File: config.mk
export PLATFORM = sky130hd
export DESIGN_NAME = apb_protocol_monitor
export DESIGN_NICKNAME = d
export VERILOG_FILES = /design/src/rtl/apb_mon_pkg.sv /design/src/rtl/apb_mon_sat_cnt.sv /design/src/rtl/apb_protocol_monitor.sv
export SDC_FILE = /design/constraint.sdc
export NUM_CORES = 1
export LEC_CHECK = 0
export ABC_AREA = 1
export CAP_MARGIN = 20
export CORE_MARGIN = 3
export CORE_UTILIZATION = 39
export DETAILED_ROUTE_END_ITERATION = 8
export REMOVE_ABC_BUFFERS = 1
export SETUP_SLACK_MARGIN = 0.5
export SYNTH_ARGS = -nofsm -noshare
export SYNTH_HDL_FRONTEND = slang
export SYNTH_SLANG_ARGS = --single-unit
File: constraint.sdc
create_clock -name PCLK -period 5 [get_ports PCLK]
set_input_delay 0.5 -clock PCLK [delete_from_list [all_inputs] [get_ports PCLK]]
set_output_delay 0.5 -clock PCLK [all_outputs]
set_load 0.005 [all_outputs]
File: src/rtl/apb_mon_pkg.sv
// apb_mon_pkg: shared types and constants for the APB protocol monitor.
// Holds the monitor phase encoding, the violation bit map and a helper
// that picks the lowest set violation index.
package apb_mon_pkg;

  // Monitor phase as seen on the bus at the last sampled edge.
  typedef enum logic [1:0] {
    ST_IDLE   = 2'd0,
    ST_SETUP  = 2'd1,
    ST_ACCESS = 2'd2
  } apb_state_e;

  // Width of the sticky violation register.
  localparam int ERR_W = 8;

  // Violation bit positions inside err_flags_o.
  localparam int ERR_ONEHOT          = 0;
  localparam int ERR_ENABLE_NO_SETUP = 1;
  localparam int ERR_SETUP_NO_ACCESS = 2;
  localparam int ERR_UNSTABLE        = 3;
  localparam int ERR_TIMEOUT         = 4;
  localparam int ERR_RESET_RDATA     = 5;
  localparam int ERR_SLVERR_OUTSIDE  = 6;
  localparam int ERR_ABORTED_ACCESS  = 7;

  // Index of the lowest set bit; 0 when nothing is set (callers only use
  // the result when at least one bit is set).
  function automatic logic [2:0] lowest_set(input logic [ERR_W-1:0] vec);
    logic [2:0] idx;
    idx = 3'd0;
    for (int i = ERR_W - 1; i >= 0; i--) begin
      if (vec[i]) begin
        idx = 3'(i);
      end else begin
        idx = idx;
      end
    end
    return idx;
  endfunction

endpackage

File: src/rtl/apb_mon_sat_cnt.sv
// apb_mon_sat_cnt: W-bit saturating up-counter with synchronous clear.
// A clear and an increment in the same cycle leave the counter at 1, so an
// event coinciding with a clear is never lost.
module apb_mon_sat_cnt #(
  parameter int W = 16
) (
  input  logic         clk,
  input  logic         rst_n,
  input  logic         clr,
  input  logic         inc,
  output logic [W-1:0] count
);

  logic [W-1:0] count_r;
  logic [W-1:0] base_s;
  logic [W-1:0] count_nxt_s;

  // Next value: apply the clear first, then a non-wrapping increment.
  always_comb begin
    base_s      = {W{1'b0}};
    count_nxt_s = {W{1'b0}};
    if (clr) begin
      base_s = {W{1'b0}};
    end else begin
      base_s = count_r;
    end
    if (inc && (base_s != {W{1'b1}})) begin
      count_nxt_s = base_s + W'(1'b1);
    end else begin
      count_nxt_s = base_s;
    end
  end

  // Count register.
  always_ff @(posedge clk or negedge rst_n) begin
    if (!rst_n) begin
      count_r <= {W{1'b0}};
    end else begin
      count_r <= count_nxt_s;
    end
  end

  assign count = count_r;

endmodule

File: src/rtl/apb_protocol_monitor.sv
// apb_protocol_monitor: passive APB3/APB4 bus observer.
// Follows the IDLE/SETUP/ACCESS phases of one bus, records protocol
// violations in a sticky register (with a one-cycle pulse and the index of
// the first violation) and keeps saturating transfer statistics.
module apb_protocol_monitor
  import apb_mon_pkg::*;
#(
  parameter int DATA_WIDTH = 32,
  parameter int ADDR_WIDTH = 32,
  parameter int NO_SLAVES  = 1,
  parameter int MAX_WAIT   = 16,
  parameter int CNT_WIDTH  = 16
) (
  input  logic                  PCLK,
  input  logic                  PRESETn,
  input  logic [ADDR_WIDTH-1:0] PADDR,
  input  logic                  PWRITE,
  input  logic [DATA_WIDTH-1:0] PWDATA,
  input  logic                  PENABLE,
  input  logic [NO_SLAVES-1:0]  PSEL,
  input  logic                  PREADY,
  input  logic [DATA_WIDTH-1:0] PRDATA,
  input  logic                  PSLVERR,
  input  logic                  clear_i,
  output logic [7:0]            err_flags_o,
  output logic                  err_pulse_o,
  output logic [2:0]            first_err_o,
  output logic [1:0]            state_o,
  output logic [CNT_WIDTH-1:0]  wr_count_o,
  output logic [CNT_WIDTH-1:0]  rd_count_o,
  output logic [CNT_WIDTH-1:0]  slverr_count_o
);

  // Wide enough to hold MAX_WAIT so the timeout compare can be reached.
  localparam int WAIT_W = (MAX_WAIT < 1) ? 1 : $clog2(MAX_WAIT + 1);

  // True when more than one select line is active.
  function automatic logic multi_hot(input logic [NO_SLAVES-1:0] vec);
    return ((vec & (vec - NO_SLAVES'(1'b1))) != {NO_SLAVES{1'b0}});
  endfunction

  apb_state_e state_r;
  apb_state_e state_nxt_s;

  logic                  sel_s;
  logic                  access_s;
  logic                  capture_s;
  logic                  complete_s;
  logic                  wait_inc_s;
  logic                  stable_chk_s;
  logic                  mismatch_s;
  logic                  enable_no_setup_s;
  logic                  setup_no_access_s;
  logic                  aborted_s;
  logic                  timeout_s;

  logic [ADDR_WIDTH-1:0] cap_addr_r;
  logic                  cap_write_r;
  logic [DATA_WIDTH-1:0] cap_wdata_r;
  logic [NO_SLAVES-1:0]  cap_sel_r;

  logic                  post_rst_r;
  logic [WAIT_W-1:0]     wait_cnt_s;

  logic [ERR_W-1:0]      viol_s;
  logic [ERR_W-1:0]      flags_base_s;
  logic [ERR_W-1:0]      err_flags_nxt_s;
  logic [ERR_W-1:0]      err_flags_r;
  logic [2:0]            first_base_s;
  logic [2:0]            first_err_nxt_s;
  logic [2:0]            first_err_r;
  logic                  err_pulse_r;

  assign sel_s    = (PSEL != {NO_SLAVES{1'b0}});
  assign access_s = sel_s & PENABLE;

  // Phase tracking. A pending transfer (SETUP or ACCESS) expects an access
  // sample; a completing access returns to IDLE, and a back-to-back setup is
  // then picked up from IDLE on the following sample.
  always_comb begin
    state_nxt_s       = state_r;
    capture_s         = 1'b0;
    complete_s        = 1'b0;
    wait_inc_s        = 1'b0;
    stable_chk_s      = 1'b0;
    enable_no_setup_s = 1'b0;
    setup_no_access_s = 1'b0;
    aborted_s         = 1'b0;
    case (state_r)
      ST_IDLE: begin
        if (access_s) begin
          enable_no_setup_s = 1'b1;
          state_nxt_s       = ST_IDLE;
        end else if (sel_s) begin
          capture_s   = 1'b1;
          state_nxt_s = ST_SETUP;
        end else begin
          state_nxt_s = ST_IDLE;
        end
      end
      ST_SETUP: begin
        if (access_s) begin
          stable_chk_s = 1'b1;
          if (PREADY) begin
            complete_s  = 1'b1;
            state_nxt_s = ST_IDLE;
          end else begin
            wait_inc_s  = 1'b1;
            state_nxt_s = ST_ACCESS;
          end
        end else begin
          setup_no_access_s = 1'b1;
          if (sel_s) begin
            capture_s   = 1'b1;
            state_nxt_s = ST_SETUP;
          end else begin
            state_nxt_s = ST_IDLE;
          end
        end
      end
      ST_ACCESS: begin
        if (access_s) begin
          stable_chk_s = 1'b1;
          if (PREADY) begin
            complete_s  = 1'b1;
            state_nxt_s = ST_IDLE;
          end else begin
            wait_inc_s  = 1'b1;
            state_nxt_s = ST_ACCESS;
          end
        end else begin
          aborted_s   = 1'b1;
          state_nxt_s = ST_IDLE;
        end
      end
      default: begin
        state_nxt_s = ST_IDLE;
      end
    endcase
  end

  // Phase register.
  always_ff @(posedge PCLK or negedge PRESETn) begin
    if (!PRESETn) begin
      state_r <= ST_IDLE;
    end else begin
      state_r <= state_nxt_s;
    end
  end

  // Setup-phase snapshot used for the stability check and for the
  // read/write decision at completion.
  always_ff @(posedge PCLK or negedge PRESETn) begin
    if (!PRESETn) begin
      cap_addr_r  <= {ADDR_WIDTH{1'b0}};
      cap_write_r <= 1'b0;
      cap_wdata_r <= {DATA_WIDTH{1'b0}};
      cap_sel_r   <= {NO_SLAVES{1'b0}};
    end else if (capture_s) begin
      cap_addr_r  <= PADDR;
      cap_write_r <= PWRITE;
      cap_wdata_r <= PWDATA;
      cap_sel_r   <= PSEL;
    end else begin
      cap_addr_r  <= cap_addr_r;
      cap_write_r <= cap_write_r;
      cap_wdata_r <= cap_wdata_r;
      cap_sel_r   <= cap_sel_r;
    end
  end

  // Marks the first sampled edge after reset release for the PRDATA check.
  always_ff @(posedge PCLK or negedge PRESETn) begin
    if (!PRESETn) begin
      post_rst_r <= 1'b1;
    end else begin
      post_rst_r <= 1'b0;
    end
  end

  // Counts access-phase samples with PREADY low; any other sample restarts it.
  apb_mon_sat_cnt #(.W(WAIT_W)) u_wait_cnt (
    .clk   (PCLK),
    .rst_n (PRESETn),
    .clr   (~wait_inc_s),
    .inc   (wait_inc_s),
    .count (wait_cnt_s)
  );

  // Compare the bus against the setup snapshot; write data only matters
  // for writes.
  always_comb begin
    mismatch_s = 1'b0;
    if ((PADDR != cap_addr_r) || (PWRITE != cap_write_r) || (PSEL != cap_sel_r)) begin
      mismatch_s = 1'b1;
    end else if (cap_write_r && (PWDATA != cap_wdata_r)) begin
      mismatch_s = 1'b1;
    end else begin
      mismatch_s = 1'b0;
    end
  end

  // The timeout fires only on the wait sample that brings the count to
  // MAX_WAIT, so a long stall raises it exactly once.
  assign timeout_s = wait_inc_s & (wait_cnt_s == WAIT_W'(MAX_WAIT - 1));

  // Collect this sample's violations.
  always_comb begin
    viol_s                      = {ERR_W{1'b0}};
    viol_s[ERR_ONEHOT]          = multi_hot(PSEL);
    viol_s[ERR_ENABLE_NO_SETUP] = enable_no_setup_s;
    viol_s[ERR_SETUP_NO_ACCESS] = setup_no_access_s;
    viol_s[ERR_UNSTABLE]        = stable_chk_s & mismatch_s;
    viol_s[ERR_TIMEOUT]         = timeout_s;
    viol_s[ERR_RESET_RDATA]     = post_rst_r & (PRDATA != {DATA_WIDTH{1'b0}});
    viol_s[ERR_SLVERR_OUTSIDE]  = PSLVERR & ~complete_s;
    viol_s[ERR_ABORTED_ACCESS]  = aborted_s;
  end

  // Sticky flags and first-error capture: clear first, then merge this
  // sample's violations so a coincident event survives the clear.
  always_comb begin
    flags_base_s    = {ERR_W{1'b0}};
    first_base_s    = 3'd0;
    err_flags_nxt_s = {ERR_W{1'b0}};
    first_err_nxt_s = 3'd0;
    if (clear_i) begin
      flags_base_s = {ERR_W{1'b0}};
      first_base_s = 3'd0;
    end else begin
      flags_base_s = err_flags_r;
      first_base_s = first_err_r;
    end
    err_flags_nxt_s = flags_base_s | viol_s;
    if ((flags_base_s == {ERR_W{1'b0}}) && (viol_s != {ERR_W{1'b0}})) begin
      first_err_nxt_s = lowest_set(viol_s);
    end else begin
      first_err_nxt_s = first_base_s;
    end
  end

  // Error reporting registers.
  always_ff @(posedge PCLK or negedge PRESETn) begin
    if (!PRESETn) begin
      err_flags_r <= {ERR_W{1'b0}};
      first_err_r <= 3'd0;
      err_pulse_r <= 1'b0;
    end else begin
      err_flags_r <= err_flags_nxt_s;
      first_err_r <= first_err_nxt_s;
      err_pulse_r <= (viol_s != {ERR_W{1'b0}});
    end
  end

  // Transfer statistics.
  apb_mon_sat_cnt #(.W(CNT_WIDTH)) u_wr_cnt (
    .clk   (PCLK),
    .rst_n (PRESETn),
    .clr   (clear_i),
    .inc   (complete_s & cap_write_r),
    .count (wr_count_o)
  );

  apb_mon_sat_cnt #(.W(CNT_WIDTH)) u_rd_cnt (
    .clk   (PCLK),
    .rst_n (PRESETn),
    .clr   (clear_i),
    .inc   (complete_s & ~cap_write_r),
    .count (rd_count_o)
  );

  apb_mon_sat_cnt #(.W(CNT_WIDTH)) u_slverr_cnt (
    .clk   (PCLK),
    .rst_n (PRESETn),
    .clr   (clear_i),
    .inc   (complete_s & PSLVERR),
    .count (slverr_count_o)
  );

  assign err_flags_o = err_flags_r;
  assign err_pulse_o = err_pulse_r;
  assign first_err_o = first_err_r;
  assign state_o     = state_r;

endmodule

[Word-level counts from Yosys, hierarchy flattened]
Cells that the tools add are included.
Cells by class
  add/sub/neg operators: 5
  $mul: 0
  div/mod/pow operators: 0
  $lt $le $gt $ge: 0
  equality and inequality tests: 11
  shift operators: 0
  multiplexer cells: 42
  bitwise logic cells: 12
  reduce and logical (&&, ||, !) cells: 15
Operator list (number)
  $mux 16: 6
  $ne 32x32->1: 2
  $add 16x1->16 const B: 3
  $ne 16x16->1 const B: 3
  $reduce_bool 32->1: 1
  $mux 3: 10
  $mux 1: 19
  $mux 5: 2
  $and 1x1->1: 9
  $logic_not 8->1: 1
  $mux 8: 1
  $or 8x8->8: 1
  $reduce_bool 8->1: 1
  $logic_and 1x1->1: 6
  $mux 2: 3
  $pmux 2 s3: 1
  $add 5x1->5 const B: 1
  $eq 5x4->1 const B: 1
  $ne 5x5->1 const B: 1
  $reduce_or 2->1: 2
  $eq 2x1->1 const B: 1
  $eq 2x2->1 const B: 1
  $logic_not 2->1: 1
  $logic_or 1x1->1: 2
  4 further kinds: 6
Word-level totals
  register bits: 134
  latch bits: 0
  memory bits (writable): 0
  memory bits (read-only): 0
  bits of input ports: 104
  output and inout port bits: 62
  logic and storage cells: 98
  memories: 0

[Depth between registers and ports, before layout]
  depth in word-level cells: 13
  mapped depth: 16
  gate-level depth less buffers: 15

[Hierarchy]
From an unflattened synthesis, not the netlist that was laid out.
Second synthesis, totals
  cell total of the unflattened synthesis: 1129
  area total of the unflattened synthesis: 8225.4 um^2
By module, submodules not included
  apb_protocol_monitor: instances 1, cells each 533, area an instance 4340.4 um^2, sequential area each 2028.2 um^2
  apb_mon_sat_cnt at u_rd_cnt ...: instances 3, cells each 186, area an instance 1191.1 um^2, sequential area each 400.4 um^2
  apb_mon_sat_cnt at u_wait_cnt: instances 1, cells each 38, area an instance 311.5 um^2, sequential area each 125.1 um^2

[Worst setup path after synthesis]
OpenSTA, ideal clock, no wires.
  kind: in2reg
  start point: input port clear_i
  end point: register u_slverr_cnt.count_r[15] (netlist: u_slverr_cnt.count[15])
  library setup time: 0.080 ns
  arrival: 2.366 ns
  required time: 4.920 ns
  slack: 2.554 ns
  stages: 16
  buffers on the path: 4
  cells stage by stage: buf_4 > buf_2 > buf_2 > clkbuf_1 > nor2_1 > ha_1 > nand3_1 > nor2_1 > nand4_2 > nand2_4 > nor2_4 > nand2_2 > inv_2 > nand3_2 > nor2_2 > xnor2_1
Between the ends
  word-level cells in the longest chain between the ends: 4
  elaborated cells on any way between the ends: 5
  classes of those cells: add/sub (1); eq/ne (1); mux (2); reduce/logical (1)
RTL lines
  from (decl): line apb_protocol_monitor.sv:24  | input logic clear_i,
  $mux 16 (*): line apb_mon_sat_cnt.sv:22  | if (clr) begin
  parallel branches: the longest is 2 deep, another holds $add 16x1->16
  $mux 16 (*): line apb_mon_sat_cnt.sv:27  | if (inc && (base_s != {W{1'b1}})) begin
  named net u_slverr_cnt.count_nxt_s[15]: line apb_mon_sat_cnt.sv:16  | logic [W-1:0] count_nxt_s;
  to (signal assigned): line apb_mon_sat_cnt.sv:37  | count_r <= {W{1'b0}};
  to (signal assigned): line apb_mon_sat_cnt.sv:39  | count_r <= count_nxt_s;
  to (decl): line apb_mon_sat_cnt.sv:14  | logic [W-1:0] count_r;
Mark *: on every way through the listed nets, which the timed path passes.
A chain may end at the register's enable or synchronous reset.

[Final worst setup path]
  start point: input port clear_i
  end point: register u_wr_cnt.count_r[15] (netlist: u_wr_cnt.count[15])
Between the ends
  word-level cells in the longest chain between the ends: 4
  elaborated cells on any way between the ends: 5
  classes of those cells: add/sub (1); eq/ne (1); mux (2); reduce/logical (1)
RTL lines (line)
  $mux 16 (*): apb_mon_sat_cnt.sv:22
  parallel branches: the longest is 2 deep, another holds $add 16x1->16
  $mux 16 (*): apb_mon_sat_cnt.sv:27
  named net u_wr_cnt.count_nxt_s[15]: apb_mon_sat_cnt.sv:16
  to (signal assigned): apb_mon_sat_cnt.sv:37
  to (signal assigned): apb_mon_sat_cnt.sv:39
  to (decl): apb_mon_sat_cnt.sv:14
Marks and branches as above.

==> results.md <==
* Status: finished clean
* Peak supply drop at 0.000227 V
* Max-slew headroom at 34.7%
* Hold Vio Cnt, Final at 0
* Post-CTS Repair Setup Buffers at 0
* CTS buffer count at 17
* Syn_area_per_cell at 8.37 sq um
* Critical Path End Type: register
* Reg-to-reg endpoint: u_wait_cnt.count[2]
* # hold bufs at CTS at 0
* Drt initial violations at approximately 330
* Drc violations at 0
* Power Dens Cells at around 300 nW/um^2
* Critical path's top delay family: buffers and inverters
* Die ar. at around 20,000 sq um
* HPWL after DPL at between 10,000 and 15,000 um
* Post-route setup TNS at 0 ns
* Routed WL per cell at about 13 um
* Gpl congestion at 0.864
* Vias/cell at ~4.5
* CP peak stage delay at about 0.92 ns
* Initial antenna violation count at 0
* Sw Share at around a quarter
* Count of final setup violators at 0
* Clock root buffer: clkbuf_16
* Drt pass-1 iters at 4
* Maximum fanout along the worst path at 25
* Synth top cells by count: nand2_1 (208), dfrtp_1 (133), nor2_1 (124)
* Ys Warns at 0
* CTS max path bufs at 2
* Leakage Power at about 4.3 nW
* Final Skew at roughly 0.0051 ns
* Core area at 17,700 sq um
* Placed cell area at around 9100 sq um
* Reg2reg setup slack at approximately 2.6 ns
* IO Port Bufs at between 150 and 200
* Area contributors post-synth: dfrtp_1 (46%), nand2_1 (11%), xnor2_1 (7.0%), nor2_1 (6.5%), mux2_2 (6.0%)
* Worst-path clk slew at about 0.060 ns
* Switching Power at just under 700 uW
* Slew Limit Fails at 0
* Worst path cell trace: clkdlybuf4s50_1 > inv_2 > nand2_1 > nor2_2 > nand2_1 > nor2_1 > nand4_1 > nand2_4 > nor2_4 > nand2_2 > inv_2 > nand3_2 > nor2_2 > xnor2_1
* Die W at around 140 um
* Critical Path Start: clear_i
* Fin nets at approximately 1,100
* Min cycle time layout at about 3.0 ns
* FF-to-FF path depth at 14
* Worst skew pair latency at 0.41 ns
* HP Class: input pin to async pin
* Max Freq at around 0.33 GHz
* Final core occ at between 50% and 60%
* Vias in the first global route at 5,732
* Crit path kind: input pin to register
* Total track usage at approximately 17%
* Mapped cell area at 7180 sq um
* Combinational share of power at around 15%
* Total gr overflow at 0
* Area delta synth->final at 34.5%
* Largest net degree at the start of global routing at 96
* Starting Density at between 40% and 50%
* Nature of the critical path startpoint: input pin
* Post-route design area at around 9600 sq um
* Sequential share of power at a little over two fifths
* Global-route wire length before repair at roughly 27,000 um
* Die Y at around 140 um
* N_diodes at 0
* Clk pwr share at between 40% and 50%
* Internal power at approximately 2.2 mW
* Final WL at roughly 16,000 um
* CP Data Required Time at about 5.3 ns
* H-tree depth at 4
* Share of cells above drive strength 1 at 9.91%
* Tot Pwr at a little under 3 mW
* WP buf/inv at 3
* CTS resizes at 0
* Synth area leader: dfrtp_1
* RSZ-0062 raised after global routing: no
* Final period utilization at 60.4%
* Yosys reg bits at roughly 130
* Total number of vias at about 5,700
* ANT nets after route at 0
* MaxCap Viol Count at 0
* CTS tree: yes
* Synth cell types at 31
* Tightest Pin Transition at just under 1 ns
* Top-area cell type share of the netlist area at between 40% and 50%
* EDFF count, synth at 0
* Most frequent cell after synthesis: nand2_1
* WP data arrival at between 3 and 4 ns
* Num rows at 48
* Register area share after synthesis at 46.7%
* Reg2reg start: state_o[0]
* Syn Inst Count at 857
* Share of flip-flops with an asynchronous set or reset at 100%
* Worst-path cell with the longest stage delay: clkdlybuf4s50_1
* I/O Pins at 166
* Main flop type after synthesis: dfrtp_1
* CTS sink count at ~130
## kinds of logic (layout without fill, tap and decap cells)
kind of cell               after synthesis  in the layout  synth area share [%]
AOI/OAI and AO/OA                       45             45                  3.28
DFF                                    134            134                  46.7
other                                    1              1                0.0523
xor gates and xnor gates                85             85                  10.4
muxes                                   38             38                  5.96
buffers and inverters                  133            315                  7.17
adders and majority gates                9              9                  1.57
and+or+nand+nor                        412            412                  24.8
## stage by stage
stage	setup slack (ns)	hold slack, ns	std cells
2_1_floorplan	0.204	0.204	841
3_3_place_gp	1.59	0.469	1234
3_5_place_dp	1.55	0.472	1234
4_1_cts	1.99	0.201	1264
5_1_grt	1.71	0.228	1264
6_report	1.98	0.160	1264
## power groups by stage
stage	logic, mW	registers (mW)	clock network, mW
CTS	0.431	1.26	1.26
detailed placement	0.430	1.28	0
floorplan	0.253	1.26	0
global route	0.486	1.27	1.30
global placement	0.424	1.27	0
finish	0.422	1.26	1.22
## worst max-delay path by stage
stage	end	slack, ns	cells past startpoint
after floorplan	cap_addr_r[0]	0.20	4
after global placement	u_wr_cnt.count[15]	1.59	14
after detailed placement	u_wr_cnt.count[15]	1.55	14
after CTS	u_wr_cnt.count[15]	1.99	14
after global routing	u_rd_cnt.count[15]	1.71	14
final	u_wr_cnt.count[15]	1.98	14
## sequential cells by signal (all words and copies together), names as in the netlist
signal and cells:
cap_sel_r 1, err_flags_o 8, cap_addr_r 32, cap_write_r 1
u_slverr_cnt.count 16, first_err_o 3, post_rst_r 1, cap_wdata_r 32
u_wait_cnt.count 5, u_wr_cnt.count 16, state_o 2, u_rd_cnt.count 16
err_pulse_o 1
## cell usage in the layout (no fill, tap or decap), types with 3 or more instances in the layout
master / netlist / layout
nand2_1: 208 / 208
clkdlybuf4s50_1: 0 / 164
dfrtp_1: 133 / 133
nor2_1: 124 / 124
inv_1: 113 / 113
xnor2_1: 57 / 57
o21ai_0: 42 / 42
mux2_2: 38 / 38
nand3_1: 30 / 30
xor2_1: 28 / 28
clkbuf_16: 0 / 17
nand4_1: 11 / 11
nand2_2: 10 / 10
ha_1: 9 / 9
nor3_1: 7 / 7
nor2_2: 5 / 5
clkbuf_8: 0 / 5
clkbuf_1: 10 / 5
inv_2: 4 / 4
nand4_2: 3 / 3
nand2_4: 3 / 3
nor4_2: 3 / 3
nor2_4: 3 / 3
nand3_2: 3 / 3
## layout make-up
type	count	area, sq um
sequential	134	3350
fill	1617	8010
clock inverter	3	65.1
multi-input combinational	590	3310
clock buffer	27	513
inverter	117	439
timing repair buffer	168	1690
tap	225	282
## metal layers
metal / GRT usage, % / wire (um) / share of wire, %
met1: 21.8 / 7260 / 45
met2: 27.3 / 7650 / 48
met3: 4.38 / 923 / 5.8
met4: 4.75 / 214 / 1.3
met5: 0 / 0 / 0
Note: power is estimated with default switching activity, not from simulation.
